--- config.mk ---
export PLATFORM = sky130hd
export DESIGN_NAME = bcd_to_bin_seq_flat
export DESIGN_NICKNAME = d
export VERILOG_FILES = /design/src/rtl/bcd_to_bin_seq_if.sv /design/src/rtl/bcd_to_bin_seq.sv /design/src/flat_wrapper.sv
export SDC_FILE = /design/constraint.sdc
export NUM_CORES = 1
export LEC_CHECK = 0
export ABC_AREA = 1
export CORE_MARGIN = 10
export CORE_UTILIZATION = 43
export DETAILED_ROUTE_END_ITERATION = 7
export GPL_TIMING_DRIVEN = 1
export PLACE_DENSITY = 0.67
export SKIP_CTS_REPAIR_TIMING = 1
export SLEW_MARGIN = 20
export SYNTH_ARGS = -nofsm -noshare
export SYNTH_HDL_FRONTEND = slang
export SYNTH_SLANG_ARGS = --single-unit
--- constraint.sdc ---
create_clock -name CLK -period 1.3 [get_ports CLK]
set_input_delay 0.13 -clock CLK [delete_from_list [all_inputs] [get_ports CLK]]
set_output_delay 0.13 -clock CLK [all_outputs]
set_load 0.005 [all_outputs]
--- src/rtl/bcd_to_bin_seq_if.sv ---
// Start/busy/done handshake bundle for the sequential BCD-to-binary decoder.
// The master drives the request and operand; the slave returns the result and status.
interface bcd_to_bin_seq_if #(
    parameter int DIGITS = 2,
    parameter int BW     = 7
);
    logic                  start;
    logic [4*DIGITS-1:0]   bcd_in;
    logic [BW-1:0]         bin_out;
    logic                  busy;
    logic                  done;
    logic                  err;

    modport master (
        output start, bcd_in,
        input  bin_out, busy, done, err
    );

    modport slave (
        input  start, bcd_in,
        output bin_out, busy, done, err
    );
endinterface

--- src/rtl/bcd_to_bin_seq.sv ---
// Sequential BCD-to-binary decoder using reverse double-dabble:
// shift the {bcd, bin} register right, then subtract 3 from every BCD digit >= 8.
module bcd_to_bin_seq #(
    parameter int DIGITS = 2,
    parameter int BW     = 7
) (
    input  logic               CLK,
    input  logic               reset,
    bcd_to_bin_seq_if.slave    bus
);
    localparam int BCD_W = 4 * DIGITS;
    localparam int SR_W  = BCD_W + BW;
    localparam int CNT_W = $clog2(BW + 1);

    typedef enum logic [1:0] {
        IDLE  = 2'd0,
        SHIFT = 2'd1,
        DONE  = 2'd2
    } state_t;

    state_t             state, state_nxt;
    logic [CNT_W-1:0]   cnt, cnt_nxt;
    logic [SR_W-1:0]    sr, sr_nxt, shifted;
    logic [BW-1:0]      bin_q, bin_nxt;
    logic               err_q, err_nxt;
    logic               busy_q, done_q;
    logic               bad_digit;

    always_comb begin
        bad_digit = 1'b0;
        for (int i = 0; i < DIGITS; i++) begin
            if (bus.bcd_in[4*i +: 4] > 4'd9) begin
                bad_digit = 1'b1;
            end
        end
    end

    // NOTE: every output of this block gets a default first, so no path leaves a
    // variable unassigned and no latch is inferred.
    always_comb begin
        state_nxt = state;
        cnt_nxt   = cnt;
        sr_nxt    = sr;
        bin_nxt   = bin_q;
        err_nxt   = err_q;

        // One reverse double-dabble step: the BCD LSB falls into the binary MSB.
        shifted = sr >> 1;
        for (int i = 0; i < DIGITS; i++) begin
            if (shifted[BW + 4*i +: 4] >= 4'd8) begin
                shifted[BW + 4*i +: 4] = shifted[BW + 4*i +: 4] - 4'd3;
            end
        end

        case (state)
            IDLE: begin
                if (bus.start) begin
                    sr_nxt  = {bus.bcd_in, {BW{1'b0}}};
                    cnt_nxt = '0;
                    err_nxt = 1'b0;
                    if (bad_digit) begin
                        state_nxt = DONE;
                        err_nxt   = 1'b1;
                        bin_nxt   = '0;
                    end else begin
                        state_nxt = SHIFT;
                    end
                end
            end
            SHIFT: begin
                sr_nxt  = shifted;
                cnt_nxt = cnt + CNT_W'(1);
                if (cnt == CNT_W'(BW - 1)) begin
                    bin_nxt   = shifted[BW-1:0];
                    state_nxt = DONE;
                end
            end
            DONE: begin
                state_nxt = IDLE;
            end
            default: begin
                state_nxt = IDLE;
            end
        endcase
    end

    // NOTE: state is updated with non-blocking assignments only, so every flop
    // samples the pre-edge values regardless of statement order.
    always_ff @(posedge CLK or negedge reset) begin
        if (!reset) begin
            state  <= IDLE;
            cnt    <= '0;
            sr     <= '0;
            bin_q  <= '0;
            err_q  <= 1'b0;
            busy_q <= 1'b0;
            done_q <= 1'b0;
        end else begin
            state  <= state_nxt;
            cnt    <= cnt_nxt;
            sr     <= sr_nxt;
            bin_q  <= bin_nxt;
            err_q  <= err_nxt;
            busy_q <= (state_nxt != IDLE);
            done_q <= (state_nxt == DONE);
        end
    end

    assign bus.bin_out = bin_q;
    assign bus.busy    = busy_q;
    assign bus.done    = done_q;
    assign bus.err     = err_q;
endmodule

--- src/flat_wrapper.sv ---
// flat-port wrapper written by rule: the top's interface ports become plain ports
module bcd_to_bin_seq_flat 
#(
    parameter int DIGITS = 2,
    parameter int BW     = 7
)
  (CLK, reset, bus_start, bus_bcd_in, bus_bin_out, bus_busy, bus_done, bus_err);
  bcd_to_bin_seq_if #(.DIGITS(DIGITS), .BW(BW)) bus_i ();
  input  logic CLK;
  input  logic reset;
  input wire logic [$bits(bus_i.start)-1:0] bus_start;
  input wire logic [$bits(bus_i.bcd_in)-1:0] bus_bcd_in;
  output wire logic [$bits(bus_i.bin_out)-1:0] bus_bin_out;
  output wire logic [$bits(bus_i.busy)-1:0] bus_busy;
  output wire logic [$bits(bus_i.done)-1:0] bus_done;
  output wire logic [$bits(bus_i.err)-1:0] bus_err;
  assign bus_i.start = bus_start;
  assign bus_i.bcd_in = bus_bcd_in;
  assign bus_bin_out = bus_i.bin_out;
  assign bus_busy = bus_i.busy;
  assign bus_done = bus_i.done;
  assign bus_err = bus_i.err;
  bcd_to_bin_seq #(.DIGITS(DIGITS), .BW(BW)) u_core (.CLK(CLK), .reset(reset), .bus(bus_i));
endmodule
Yosys cells after proc, flatten, opt, wreduce, memory -nomap -nowiden
Cells that the tools add are included.
{"block": "classes", "n_mux": 17, "n_eq_ne": 6, "add_sub_neg": 3, "n_bitwise": 0, "reduce_logical": 6, "order_cmp": 4, "n_shift": 0, "mul": 0, "div_mod_pow": 0}
{"operator": "case mux 15 bit (2 select lines)", "n": 1}
{"operator": "two-way mux 7 bit", "n": 3}
{"operator": "two-way mux 15 bit", "n": 1}
{"operator": "case mux 7 bit (2 select lines)", "n": 1}
{"operator": "greater-than comparator 4 bit (second input constant)", "n": 2}
{"operator": "two-way mux 4 bit", "n": 2}
{"operator": "two-way mux 2 bit", "n": 3}
{"operator": "case mux 3 bit (2 select lines)", "n": 1}
{"operator": "greater-or-equal comparator 3 x 4 -> 1 bit (second input constant)", "n": 1}
{"operator": "greater-or-equal comparator 4 bit (second input constant)", "n": 1}
{"operator": "!= test 2 x 1 -> 1 bit (second input constant)", "n": 2}
{"operator": "case mux 2 bit (2 select lines)", "n": 1}
{"operator": "AND reduction 2 bit", "n": 2}
{"operator": "AND reduction 4 bit", "n": 1}
{"operator": "nonzero test 2 bit", "n": 2}
{"operator": "subtractor 3 x 2 -> 4 bit (second input constant)", "n": 1}
{"operator": "subtractor 4 x 2 -> 4 bit (second input constant)", "n": 1}
{"operator": "adder 3 x 1 -> 3 bit (second input constant)", "n": 1}
{"operator": "equality test 3 bit (second input constant)", "n": 1}
{"operator": "two-way mux 1 bit", "n": 3}
{"operator": "two-way mux 3 bit", "n": 1}
{"operator": "equality test 2 x 1 -> 1 bit (second input constant)", "n": 1}
{"operator": "equality test 2 bit (second input constant)", "n": 1}
{"operator": "zero test 2 bit", "n": 1}
{"operator": "!= test 2 bit (second input constant)", "n": 1}
{"block": "word_totals", "regBits": 30, "memories": 0, "romBits": 0, "latchBits": 0, "input_bits": 11, "mem_bits_rw": 0, "wordCells": 43}

Depth between registers and ports, before layout
{"block": "depth", "depth_word": 7, "mapped_depth": 7, "depth_no_buf": 7}

Worst setup path before layout
OpenSTA, ideal clock, no wires.
{"block": "synth_timing", "kind": "register to register", "from": "reg u_core.cnt[0]", "to": "reg u_core.bin_q[0] (netlist: u_core.bus.bin_out[0])", "required_ns": 1.234, "setup_slack_ns": 0.119, "path_buffers": 0, "arrival_ns": 1.115, "path_stages_with_launch": 8, "path_cell_list": "dfrtp_1 inv_1 ha_1 nand2_1 clkinv_1 nand2_2 nand3_1 nand2_1"}
{"block": "synth_between", "elab_chain_len": 3}
{"item": "from (decl)", "line_no": "bcd_to_bin_seq.sv:22", "source": "logic [CNT_W-1:0] cnt, cnt_nxt;"}
{"item": "from (signal assigned)", "line_no": "bcd_to_bin_seq.sv:100", "source": "cnt <= cnt_nxt;"}
{"item": "equality test 3 bit", "line_no": "bcd_to_bin_seq.sv:73", "source": "if (cnt == CNT_W'(BW - 1)) begin"}
{"item": "!= test 2 x 1 -> 1 bit (no line)"}
{"item": "AND reduction 4 bit (no line)"}
{"item": "to (signal assigned)", "line_no": "bcd_to_bin_seq.sv:102", "source": "bin_q <= bin_nxt;"}
{"item": "to (decl)", "line_no": "bcd_to_bin_seq.sv:24", "source": "logic [BW-1:0] bin_q, bin_nxt;"}
No other way between the ends.
A chain may end at the register's enable or synchronous reset.

Final worst setup path
{"block": "layout_timing", "from": "reg u_core.state[1]", "to": "reg u_core.bin_q[6] (netlist: u_core.bus.bin_out[6])"}
{"block": "layout_between", "elab_chain_len": 3, "word_cells_on_any_way": 8}
{"item": "from (decl)", "line_no": "bcd_to_bin_seq.sv:21", "source": "state_t state, state_nxt;"}
{"item": "from (signal assigned)", "line_no": "bcd_to_bin_seq.sv:99", "source": "state <= state_nxt;"}
{"item": "equality test 2 x 1 -> 1 bit or zero test 2 bit (tied branches)", "line_no": "bcd_to_bin_seq.sv:55", "source": "case (state)"}
{"item": "!= test 2 x 1 -> 1 bit (no line) (tied with other cells)"}
{"item": "AND reduction 4 bit (no line)"}
Several ways; a longest one is shown, not always the timed one.

==> run summary <==
Status -> finished, final reports clean
CP max-delay cell -> dfrtp_2
Largest net degree at the start of global routing -> 30
Final wirelength -> 2.88 mm
Setup crit end kind -> flip-flop
Syn nets -> 160
DRC -> 0
Syn_area_per_cell -> 9.63 um2
CP Max Fanout -> 10
CTS Buf Count -> 5
Row cnt -> 20
Die ar. -> 5930 um2
Clock period minus worst slack -> 1180 ps
Later-pin clock latency in the skew report -> 330 ps
Buffers on Ports -> 20
Slew headroom -> 75.8%
CORE AREA -> 3080 um2
Fin. max-slew vios -> 0
Via count -> 1078
P_leak -> 0.00104 uW
Die span in x -> 77.0 um
Synth cell types -> 25
Area grow syn2layout -> 29.5%
Maxcap violations -> 0
Place WS -> -5.04 ps
Clock-pin slew on the worst setup and hold paths -> 90 ps
Final hold violations -> 0
Pwr/cell area -> 1980 nW/um2
DRT antenna net count -> 0
I/O pin count -> 21
Yosys warns -> 0
Mapped cell area -> 1400 um2
Worst Path Buf+Inv -> 1
Global placement routability congestion -> 0.755
Crit path DAT -> 1400 ps
GRT Total Usage -> 10.2%
Worst Skew -> 3.95 ps
Die height -> 77.0 um
Starting DRT DRC Count -> 45
Hold WS -> 180 ps
Clock Path Buffers -> 2
Layout Nets -> 195
Worst hold path type -> input port to asynchronous set/reset pin
Ys async rst share -> 100%
Critical Path, Cell by Cell -> nor2_2 > nand2_4 > inv_2 > nand2_4 > nand3_1 > nand2_1
CP required -> 1520 ps
CTS tree -> yes
Grt ovf -> 0
Kind of critical path -> flip-flop to flip-flop
Number of global-route vias before repair -> 1113
Crit path setup slack, layout -> 118 ps
EDFF count, synth -> 0
Post-Syn Instances -> 145
Detailed Routing Iterations Pass 1 -> 4
Ant diodes -> 0
TritonCTS Sinks -> 29
First-pass GRT wire length -> 4.97 mm
Worst-margin pin slew -> 363 ps
Synth Register Bits -> 29
Htree depth -> 2
Critical path's most frequent cell -> nand2_4
Via/cell ratio -> 4.79
RSZ-0062 raised after global routing -> false
Tcrit/Tclk final -> 90.9%
Final setup vio count -> 0
Largest stage delay, worst path -> 460 ps
Share of layout cells above drive strength 1 -> 23.2%
Drt wl/cell -> 12.8 um
Top_reg_cell synth -> dfrtp_1
Initial antenna violation count -> 0
Fill cell count -> 289
Worst setup SP type -> flip-flop
Starting Density -> 45.4%
Post-detail-place hpwl -> 2.13 mm
Peak supply drop -> 838 uV
Fmax -> 846 MHz
CP top delay family -> simple AND/OR/NAND/NOR gates
Post-synthesis sequential area ratio -> 52.0%
CTS root buf -> clkbuf_4
## synthesized netlist by cell type (3+ instances only)
library cell / n / area share (%)
ha_1: 4 / 3.6
nand4_1: 7 / 3.1
nand2_1: 33 / 8.9
o22ai_2: 4 / 3.6
dfrtp_1: 29 / 52
inv_1: 17 / 4.6
nand3_1: 10 / 3.6
o21ai_0: 13 / 4.7
nor2_1: 3 / 0.81
o21ai_2: 4 / 2.5
nand2_4: 3 / 2.4
## final cells by class
| class | instances | area [um2] | share of cell area, % |
|---|---|---|---|
| Clock buffer | 7 | 65.1 | 3.60 |
| Sequential cell | 29 | 729 | 40.3 |
| Multi-Input combinational cell | 93 | 556 | 30.7 |
| Inverter | 20 | 77.6 | 4.29 |
| Tap cell | 44 | 55.1 | 3.04 |
| Timing Repair Buffer | 31 | 320 | 17.7 |
| Clock inverter | 1 | 5.00 | 0.277 |
## per-layer routing
metal	share of wire [%]	vias to the layer above	global-route usage [%]	wire, um
met2	49	22	16.6	1420
met3	4.8	7	3.73	137
met4	2.1	0	6.02	61
met5	0	-	0	0
met1	44	501	11.2	1260
li1	-	548	-	-
## per-stage QoR
| step | instance area (um2) | std cells | setup TNS (ps) | util, % | total power (uW) |
|---|---|---|---|---|---|
| after floorplan | 1400 | 145 | 0 | - | 2510 |
| after global placement | 1660 | 211 | 0 | 54.1 | 2880 |
| after detailed placement | 1660 | 211 | -6.19 | 54.1 | 2940 |
| after CTS | 1730 | 219 | -326 | 56.3 | 3570 |
| after global routing | 1810 | 225 | 0 | 58.7 | 3890 |
| final | 1810 | 225 | 0 | 58.7 | 3580 |
## worst paths after layout
kind | from | endpoint | slack, ps | depth (start not counted)
min in group CLK | bus_bcd_in[0] | u_core.sr[7] | 390 | 3
worst min register to register | u_core.cnt[2] | u_core.cnt[2] | 490 | 1
worst max register to register | u_core.state[1] | u_core.bus.bin_out[6] | 120 | 6
max in group asynchronous | reset | u_core.sr[8] | 830 | 2
worst max-delay path | u_core.state[1] | u_core.bus.bin_out[6] | 120 | 6
worst min-delay path | reset | u_core.cnt[2] | 180 | 2
## state kept, by name (all words and copies together) (netlist names)
| name | count |
|---|---|
| u_core.bus.bin_out | 7 |
| u_core.bus.err | 1 |
| u_core.bus.busy | 1 |
| u_core.state | 2 |
| u_core.sr | 14 |
| u_core.cnt | 3 |
| u_core.bus.done | 1 |
## power breakdown
group / switching [uW] / internal [uW]
Combinational: 853 / 658
Clock: 317 / 313
Sequential: 227 / 1210
## logic make-up after synthesis
| kind of cell | count (synthesis) | share of synthesized area (%) |
|---|---|---|
| AND/OR/NAND/NOR | 61 | 22.5 |
| adder cells (fa/ha/maj) | 4 | 3.58 |
| AO/OA/AOI/OAI | 28 | 13.7 |
| flip-flops | 29 | 52.0 |
| buffers and inverters | 23 | 8.24 |
## cells in the final DEF, fill, tap and decap left out
master            n
dfrtp_1          26
dlymetal6s2s_1   10
buf_4            10
nand2_1          33
nand4_1           7
dfrtp_2           3
buf_12            1
nand3_1          10
clkbuf_4          5
o22ai_2           4
a21oi_2           1
ha_1              4
o22ai_1           2
clkbuf_8          2
nand2_8           1
nand2_4           3
o21ai_2           4
nor2_2            1
nand2_2           1
inv_1            16
clkinv_2          1
nor2_1            3
o21ai_1           2
o21ai_0          13
clkdlybuf4s50_1  10
a21oi_1           2
inv_4             1
nand3b_1          1
inv_2             3
nor2_4            1
No activity file was read; power rests on OpenSTA's default activity.
